--- config.mk ---
export PLATFORM = sky130hd
export DESIGN_NAME = counter_sequencer
export DESIGN_NICKNAME = d
export VERILOG_FILES = /design/src/rtl/counter_sequencer.sv
export SDC_FILE = /design/constraint.sdc
export NUM_CORES = 1
export LEC_CHECK = 0
export BUFFER_PORTS_ARGS = -buffer_cell sky130_fd_sc_hd__buf_2
export CAP_MARGIN = 15
export CORE_ASPECT_RATIO = 0.8
export CORE_UTILIZATION = 50
export DETAILED_ROUTE_END_ITERATION = 12
export PLACE_DENSITY = 0.69
export SYNTH_ARGS = -nofsm -noshare
export SYNTH_HDL_FRONTEND = slang
export SYNTH_SLANG_ARGS = --single-unit
--- constraint.sdc ---
create_clock -name clk -period 3.7 [get_ports clk]
set_clock_uncertainty 0.1 [all_clocks]
set_input_delay 0.37 -clock clk [delete_from_list [all_inputs] [get_ports clk]]
set_output_delay 0.37 -clock clk [all_outputs]
set_load 0.005 [all_outputs]
--- src/rtl/counter_sequencer.sv ---
// Programmable interval timer: prescaled WIDTH-bit up-counter with one-shot and
// periodic modes, start/stop/pause sequencing and a registered terminal-count pulse.
module counter_sequencer #(
  parameter int WIDTH       = 4,
  parameter int PRESC_WIDTH = 4
) (
  input  logic                   clk,
  input  logic                   reset,
  input  logic                   cfg_load,
  input  logic [WIDTH-1:0]       cfg_period,
  input  logic [PRESC_WIDTH-1:0] cfg_prescale,
  input  logic                   cfg_mode,
  input  logic                   start,
  input  logic                   stop,
  input  logic                   pause,
  output logic [WIDTH-1:0]       count,
  output logic                   busy,
  output logic                   done,
  output logic                   tc_pulse
);

  localparam logic [1:0] ST_IDLE   = 2'd0;
  localparam logic [1:0] ST_RUN    = 2'd1;
  localparam logic [1:0] ST_PAUSED = 2'd2;
  localparam logic [1:0] ST_DONE   = 2'd3;

  logic [1:0]             state_q, state_d;
  logic [WIDTH-1:0]       count_q, count_d;
  logic [PRESC_WIDTH-1:0] presc_cnt_q, presc_cnt_d;
  logic                   tc_pulse_q, tc_pulse_d;
  logic [WIDTH-1:0]       period_q, period_d;
  logic [PRESC_WIDTH-1:0] presc_q, presc_d;
  logic                   mode_q, mode_d;
  logic                   tick;

  assign tick = (presc_cnt_q == presc_q);

  always_comb begin
    // NOTE: every signal gets a default before the case so no path leaves it unassigned (no latch).
    state_d     = state_q;
    count_d     = count_q;
    presc_cnt_d = presc_cnt_q;
    tc_pulse_d  = 1'b0;
    period_d    = period_q;
    presc_d     = presc_q;
    mode_d      = mode_q;

    // Configuration may only change while the counter is not sequencing.
    if (cfg_load && (state_q == ST_IDLE || state_q == ST_DONE)) begin
      period_d = cfg_period;
      presc_d  = cfg_prescale;
      mode_d   = cfg_mode;
    end

    case (state_q)
      ST_IDLE: begin
        count_d     = '0;
        presc_cnt_d = '0;
        if (!stop && !pause && start) state_d = ST_RUN;
      end
      ST_RUN: begin
        if (stop) begin
          state_d     = ST_IDLE;
          count_d     = '0;
          presc_cnt_d = '0;
        end else if (pause) begin
          state_d = ST_PAUSED;
        end else if (tick) begin
          presc_cnt_d = '0;
          if (count_q == period_q) begin
            tc_pulse_d = 1'b1;
            if (mode_q) count_d = '0;
            else        state_d = ST_DONE;
          end else begin
            count_d = count_q + WIDTH'(1);
          end
        end else begin
          presc_cnt_d = presc_cnt_q + PRESC_WIDTH'(1);
        end
      end
      ST_PAUSED: begin
        if (stop) begin
          state_d     = ST_IDLE;
          count_d     = '0;
          presc_cnt_d = '0;
        end else if (!pause && start) begin
          state_d = ST_RUN;
        end
      end
      ST_DONE: begin
        if (stop) begin
          state_d     = ST_IDLE;
          count_d     = '0;
          presc_cnt_d = '0;
        end else if (!pause && start) begin
          state_d     = ST_RUN;
          count_d     = '0;
          presc_cnt_d = '0;
        end
      end
      default: state_d = ST_IDLE;
    endcase
  end

  // NOTE: sequential state uses non-blocking assignments so all flops update together.
  always_ff @(posedge clk or posedge reset) begin
    if (reset) begin
      state_q     <= ST_IDLE;
      count_q     <= '0;
      presc_cnt_q <= '0;
      tc_pulse_q  <= 1'b0;
      period_q    <= '1;
      presc_q     <= '0;
      mode_q      <= 1'b1;
    end else begin
      state_q     <= state_d;
      count_q     <= count_d;
      presc_cnt_q <= presc_cnt_d;
      tc_pulse_q  <= tc_pulse_d;
      period_q    <= period_d;
      presc_q     <= presc_d;
      mode_q      <= mode_d;
    end
  end

  assign count    = count_q;
  assign busy     = (state_q == ST_RUN) || (state_q == ST_PAUSED);
  assign done     = (state_q == ST_DONE);
  assign tc_pulse = tc_pulse_q;

endmodule

==> results.json, run 1 <==
{
  "num_vias": 854,
  "post-route-period-util": 0.564,
  "place_ws_ns": 1.60,
  "drt-vias-per-instance": 5.66,
  "gp_congestion": 0.882,
  "critical_path_arrival_ns": 2.18,
  "grt_overflow": 0,
  "synthDistinctLibCells": 35,
  "synth_commonest_cells": "dfrtp_1 (15), nand2_1 (10), nor2_1 (8)",
  "tightest_slew_ns": 0.832,
  "leakagePower_uw": 0.000636,
  "ys_ff_latch": 20,
  "p_clk_frac": 0.120,
  "slew_violations": 0,
  "first_pass_iters": 4,
  "end_kind": "register",
  "synth_area_per_cell_um2": 11.6,
  "cts.sinks": 20,
  "path_cells": "inv_1, ha_1, nor2b_1, mux2_2",
  "crit_buf_inv": 1,
  "power.switching_uw": 409,
  "grt_pass1_wl_mm": 3.86,
  "status": "finished, final reports clean",
  "chipHeight_um": 45.5,
  "cellPowerDensity_nw_per_um2": 771,
  "final.setup.tns_ns": 0,
  "slowest_stage": "nor2b_1",
  "fin_crit_ns": 2.09,
  "yosys.area.top_type": "dfrtp_1",
  "synth_edf_count": 0,
  "worst_slack_ns": 1.61,
  "wire_per_inst_um": 14.7,
  "ir_drop_mv": 0.449,
  "portBuffers": 21,
  "cp.required_ns": 3.80,
  "cap_violations": 0,
  "setup_viol": 0,
  "drc_errors": 0,
  "syn_area_um2": 1180,
  "clk_pin_slew_ns": 0.11,
  "pwr-share-comb": 0.480,
  "seq_area_um2": 507,
  "synth_most_common_cell": "dfrtp_1",
  "grt_pass1_vias": 863,
  "first_iter_violations": 17,
  "synth_top_area_share": 0.317,
  "antenna_left": 0,
  "ys_warn_count": 0,
  "antenna_found_initial": 0,
  "worstPathMaxFanout": 9,
  "cts_tree": "built",
  "cts_hold_buf": 0,
  "ys_top_cells_by_area": "dfrtp_1 (32%), dfstp_2 (11%), xnor2_2 (9.6%)",
  "fillers": 189,
  "postSynth.asyncResetShare": 1.00,
  "cts-root-buf": "clkbuf_4",
  "max_freq_mhz": 479,
  "grt_setup_unrepaired": "false",
  "die_x_um": 56.4,
  "diodes": 0,
  "multiInputGateArea_um2": 654,
  "critPathKind": "register to register",
  "htreeDepth": 1,
  "grt_max_degree": 21,
  "grt_usage": 0.202,
  "io_pins": 22,
  "postSynthNetCount": 124,
  "core_region_area_um2": 2200,
  "netlist_instances": 102,
  "ys_seq_area_frac": 0.428,
  "clock_latency_ns": 0.30,
  "dp_hpwl_mm": 1.72,
  "cpPeakStageDelay_ns": 0.66,
  "wl_mm": 2.22,
  "critical_path.top_delay_family": "simple AND/OR/NAND/NOR gates",
  "hold_path.class": "input pin to asynchronous set/reset pin",
  "whs_ns": 0.0884,
  "max_slew_margin": 0.444,
  "synth_flop_cell": "dfrtp_1",
  "syn_to_final_growth_pct": 14.2,
  "cts_made_buffers": 3,
  "layout-drive-gt1-share": 0.381,
  "start_util": 0.540,
  "final_nets": 149,
  "start_kind": "register",
  "p_int_uw": 634,
  "p_sw_frac": 0.392,
  "num_rows": 15,
  "dieArea_um2": 2570,
  "post-cts-setup-buffers": 0,
  "hold_violations": 0,
  "cts_buffer_depth": 2,
  "seqPwrFrac": 0.400,
  "cts_resized": 0
}
==> power by group through the flow <==
stage | registers, uW | clock network [uW] | logic (uW)
2_1_floorplan | 399 | 0 | 406
3_3_place_gp | 415 | 0 | 481
3_5_place_dp | 423 | 0 | 501
4_1_cts | 418 | 133 | 505
5_1_grt | 429 | 140 | 568
6_report | 418 | 125 | 501
==> registers in the layout (all words and copies together) (netlist names) <==
register,count
tc_pulse,1
mode_q,1
state_q,2
presc_q,4
presc_cnt_q,4
count,4
period_q,4
==> cell type report <==
type                    count  share of cell area
repair buffers             21              0.0777
multi-input cells          76               0.484
flip-flops and latches     20               0.375
clock buffers               4              0.0268
well taps                  25              0.0231
inverters                   5              0.0139
==> worst paths after layout <==
check | to | cells after the start | slack, ns | start
worst min register to register | presc_q[0] | 1 | 0.45 | presc_q[0]
worst min-delay path | presc_cnt_q[2] | 2 | 0.09 | reset
max in group asynchronous | count[0] | 2 | 2.94 | reset
worst max register to register | presc_q[1] | 4 | 1.61 | state_q[1]
worst max-delay path | presc_q[1] | 4 | 1.61 | state_q[1]
min in group clk | presc_cnt_q[0] | 2 | 0.17 | stop
==> logic make-up after synthesis <==
group	Yosys count	share of synthesized area
fa+ha+maj	7	0.0739
compound gates	15	0.0950
flops	20	0.428
mux	12	0.115
xor+xnor	10	0.118
buf+inv	6	0.0201
simple gates	32	0.150
==> metrics by stage <==
step                      utilization  power (uW)  area (um^2)  std cells
final                           0.616        1040         1350        151
after global routing            0.616        1140         1350        151
after CTS                       0.616        1060         1350        151
after detailed placement        0.599         924         1320        147
after global placement          0.599         896         1320        147
after floorplan                     -         805         1180        102
==> routing by layer <==
| metal | global-route usage | routed length, um | part of all wire |
|---|---|---|---|
| met2 | 0.318 | 1070 | 0.48 |
| met1 | 0.270 | 1040 | 0.47 |
| met3 | 0.0653 | 98 | 0.044 |
| met5 | 0 | 0 | 0 |
| met4 | 0.0585 | 13 | 0.0059 |
==> worst register-to-register path: stages (launching register included) <==
cell and delay, ns:
dfrtp_1 0.43, inv_1 0.13, ha_1 0.26, nor2b_1 0.66, mux2_2 0.41
==> cell usage in the layout, fill, tap and decap left out, types with 2 or more instances in the layout <==
master,synthesis,routed
buf_2,1,21
xor2_1,2,2
nand2_1,10,10
clkbuf_4,0,3
o31ai_1,2,2
dfrtp_1,15,15
mux2_2,4,4
o21ai_1,2,2
nor3_1,2,2
ha_1,7,7
a32oi_1,3,3
mux2_1,5,5
dfstp_2,5,5
nor2_1,8,8
mux2i_1,2,2
inv_1,5,5
nor2b_1,3,3
xnor2_2,7,7
nand4_1,2,2
Power figures use the tool's default switching activity.
==> run 2, diff against run 1 <==
CORE_UTILIZATION = 49   (was 50)
PLACE_DENSITY = 0.71   (was 0.69)
clock period = 1.86 ns   (was 3.7 ns; I/O delays follow)
==> results.json, run 2 (same netlist as run 1, synthesis figures left out) <==
{
  "status": "complete, but fails checks",
  "violations": "design-rule violations",
  "cts_tree": "built",
  "antenna_found_initial": 0,
  "grt_usage": 0.200,
  "first_iter_violations": 49,
  "num_vias": 908,
  "setup_viol": 0,
  "hold_path.class": "input pin to register",
  "first_pass_iters": 8,
  "gp_congestion": 0.934,
  "end_kind": "register",
  "fin_crit_ns": 1.80,
  "fin_cells": 172,
  "critical_path_arrival_ns": 1.93,
  "syn_to_final_growth_pct": 33.4,
  "final_common_cell": "buf_2",
  "cap_violations": 0,
  "hold_violations": 0,
  "wire_per_inst_um": 14.3,
  "tightest_slew_ns": 0.315,
  "chipHeight_um": 46.0,
  "diodes": 0,
  "dp_hpwl_mm": 1.72,
  "core_region_area_um2": 2210,
  "whs_ns": 0.00858,
  "critPathKind": "register to register",
  "dieArea_um2": 2620,
  "portBuffers": 21,
  "die_x_um": 57.0,
  "max_slew_margin": 0.790,
  "final_util": 0.714,
  "ir_drop_mv": 0.819,
  "clk_pin_slew_ns": 0.11,
  "drt-vias-per-instance": 5.28,
  "start_util": 0.535,
  "drc_errors": 2,
  "cts-root-buf": "clkbuf_4",
  "start_kind": "register",
  "cts_buffer_depth": 2,
  "leakagePower_uw": 0.000730,
  "cts.sinks": 20,
  "worst_slack_ns": 0.0585,
  "grt_pass1_wl_mm": 3.71,
  "htreeDepth": 1,
  "seq_area_um2": 507,
  "slew_violations": 0,
  "cp.required_ns": 1.99,
  "io_pins": 22,
  "cellPowerDensity_nw_per_um2": 1470,
  "layout-drive-gt1-share": 0.463,
  "final_nets": 170,
  "num_rows": 15,
  "final_cell_mix": "buf_2 (21), dfrtp_1 (15), buf_4 (11), dlygate4sd3_1 (10), nand2_1 (9)",
  "place_ws_ns": 0.0194,
  "post-route-period-util": 0.969,
  "clock_latency_ns": 0.31,
  "worstPathMaxFanout": 5,
  "grt_max_degree": 21,
  "wl_mm": 2.46,
  "grt_pass1_vias": 824,
  "antenna_left": 0,
  "multiInputGateArea_um2": 699,
  "place_inst": 152,
  "finalPower_uw": 2330,
  "fillers": 143,
  "cts_made_buffers": 3,
  "grt_overflow": 0,
  "max_freq_mhz": 555
}
[run 2: changes by cell type in the layout (fill, tap and decap cells not counted), moves of 2 or more]
cell,previous run,this run
dlygate4sd3_1,0,10
buf_4,0,11
ha_2,0,2
ha_1,7,4
[run 2: area by class of cell]
class                           instances  share of cell area
Multi-Input combinational cell         76               0.443
Sequential cell                        20               0.321
Timing Repair Buffer                   42               0.182
Clock buffer                            4              0.0230
Tap cell                               25              0.0198
Inverter                                5              0.0119
[run 2: final timing paths]
path,startpoint,endpoint,slack (ns),cells past startpoint
worst min-delay path,cfg_period[1],period_q[1],0.009,2
min in group asynchronous,reset,count[3],0.35,4
max in group asynchronous,reset,period_q[3],1.04,4
worst min register to register,presc_q[0],presc_q[0],0.42,1
worst max register to register,state_q[1],count[1],0.06,7
worst max-delay path,state_q[1],count[1],0.06,7
[run 2: critical path, stage by stage (launching register included)]
cell and delay [ns]:
dfrtp_1 0.40, buf_4 0.15, ha_2 0.18, nor3_2 0.22
a211o_2 0.18, and2_4 0.18, nand2_2 0.07, o31ai_2 0.24
[run 2: where the power goes]
part	switching, uW	total, uW	internal [uW]
combinational	587	1250	666
sequential	186	823	637
clock	134	254	120
[run 2: repair_timing]
item,CTS,global route
hold endpoints to repair,23,1
buffers inserted,0,6
resized for setup,0,10
pin swaps,1,3
hold buffers,9,1
endpoints found under the setup margin,1,4
cloned,0,0
[run 2: routing by layer]
layer / global-route usage / share of wire / vias to the layer above
li1: - / - / 452
met1: 0.243 / 0.47 / 438
met2: 0.334 / 0.48 / 14
met3: 0.0682 / 0.033 / 4
met4: 0.0780 / 0.017 / 0
met5: 0 / 0 / -
[run 2: stage by stage]
step / instance area [um^2] / TNS [ns]
2_1_floorplan: 1180 / 0
3_3_place_gp: 1350 / 0
3_5_place_dp: 1350 / 0
4_1_cts: 1480 / 0
5_1_grt: 1580 / -0.0700
6_report: 1580 / 0
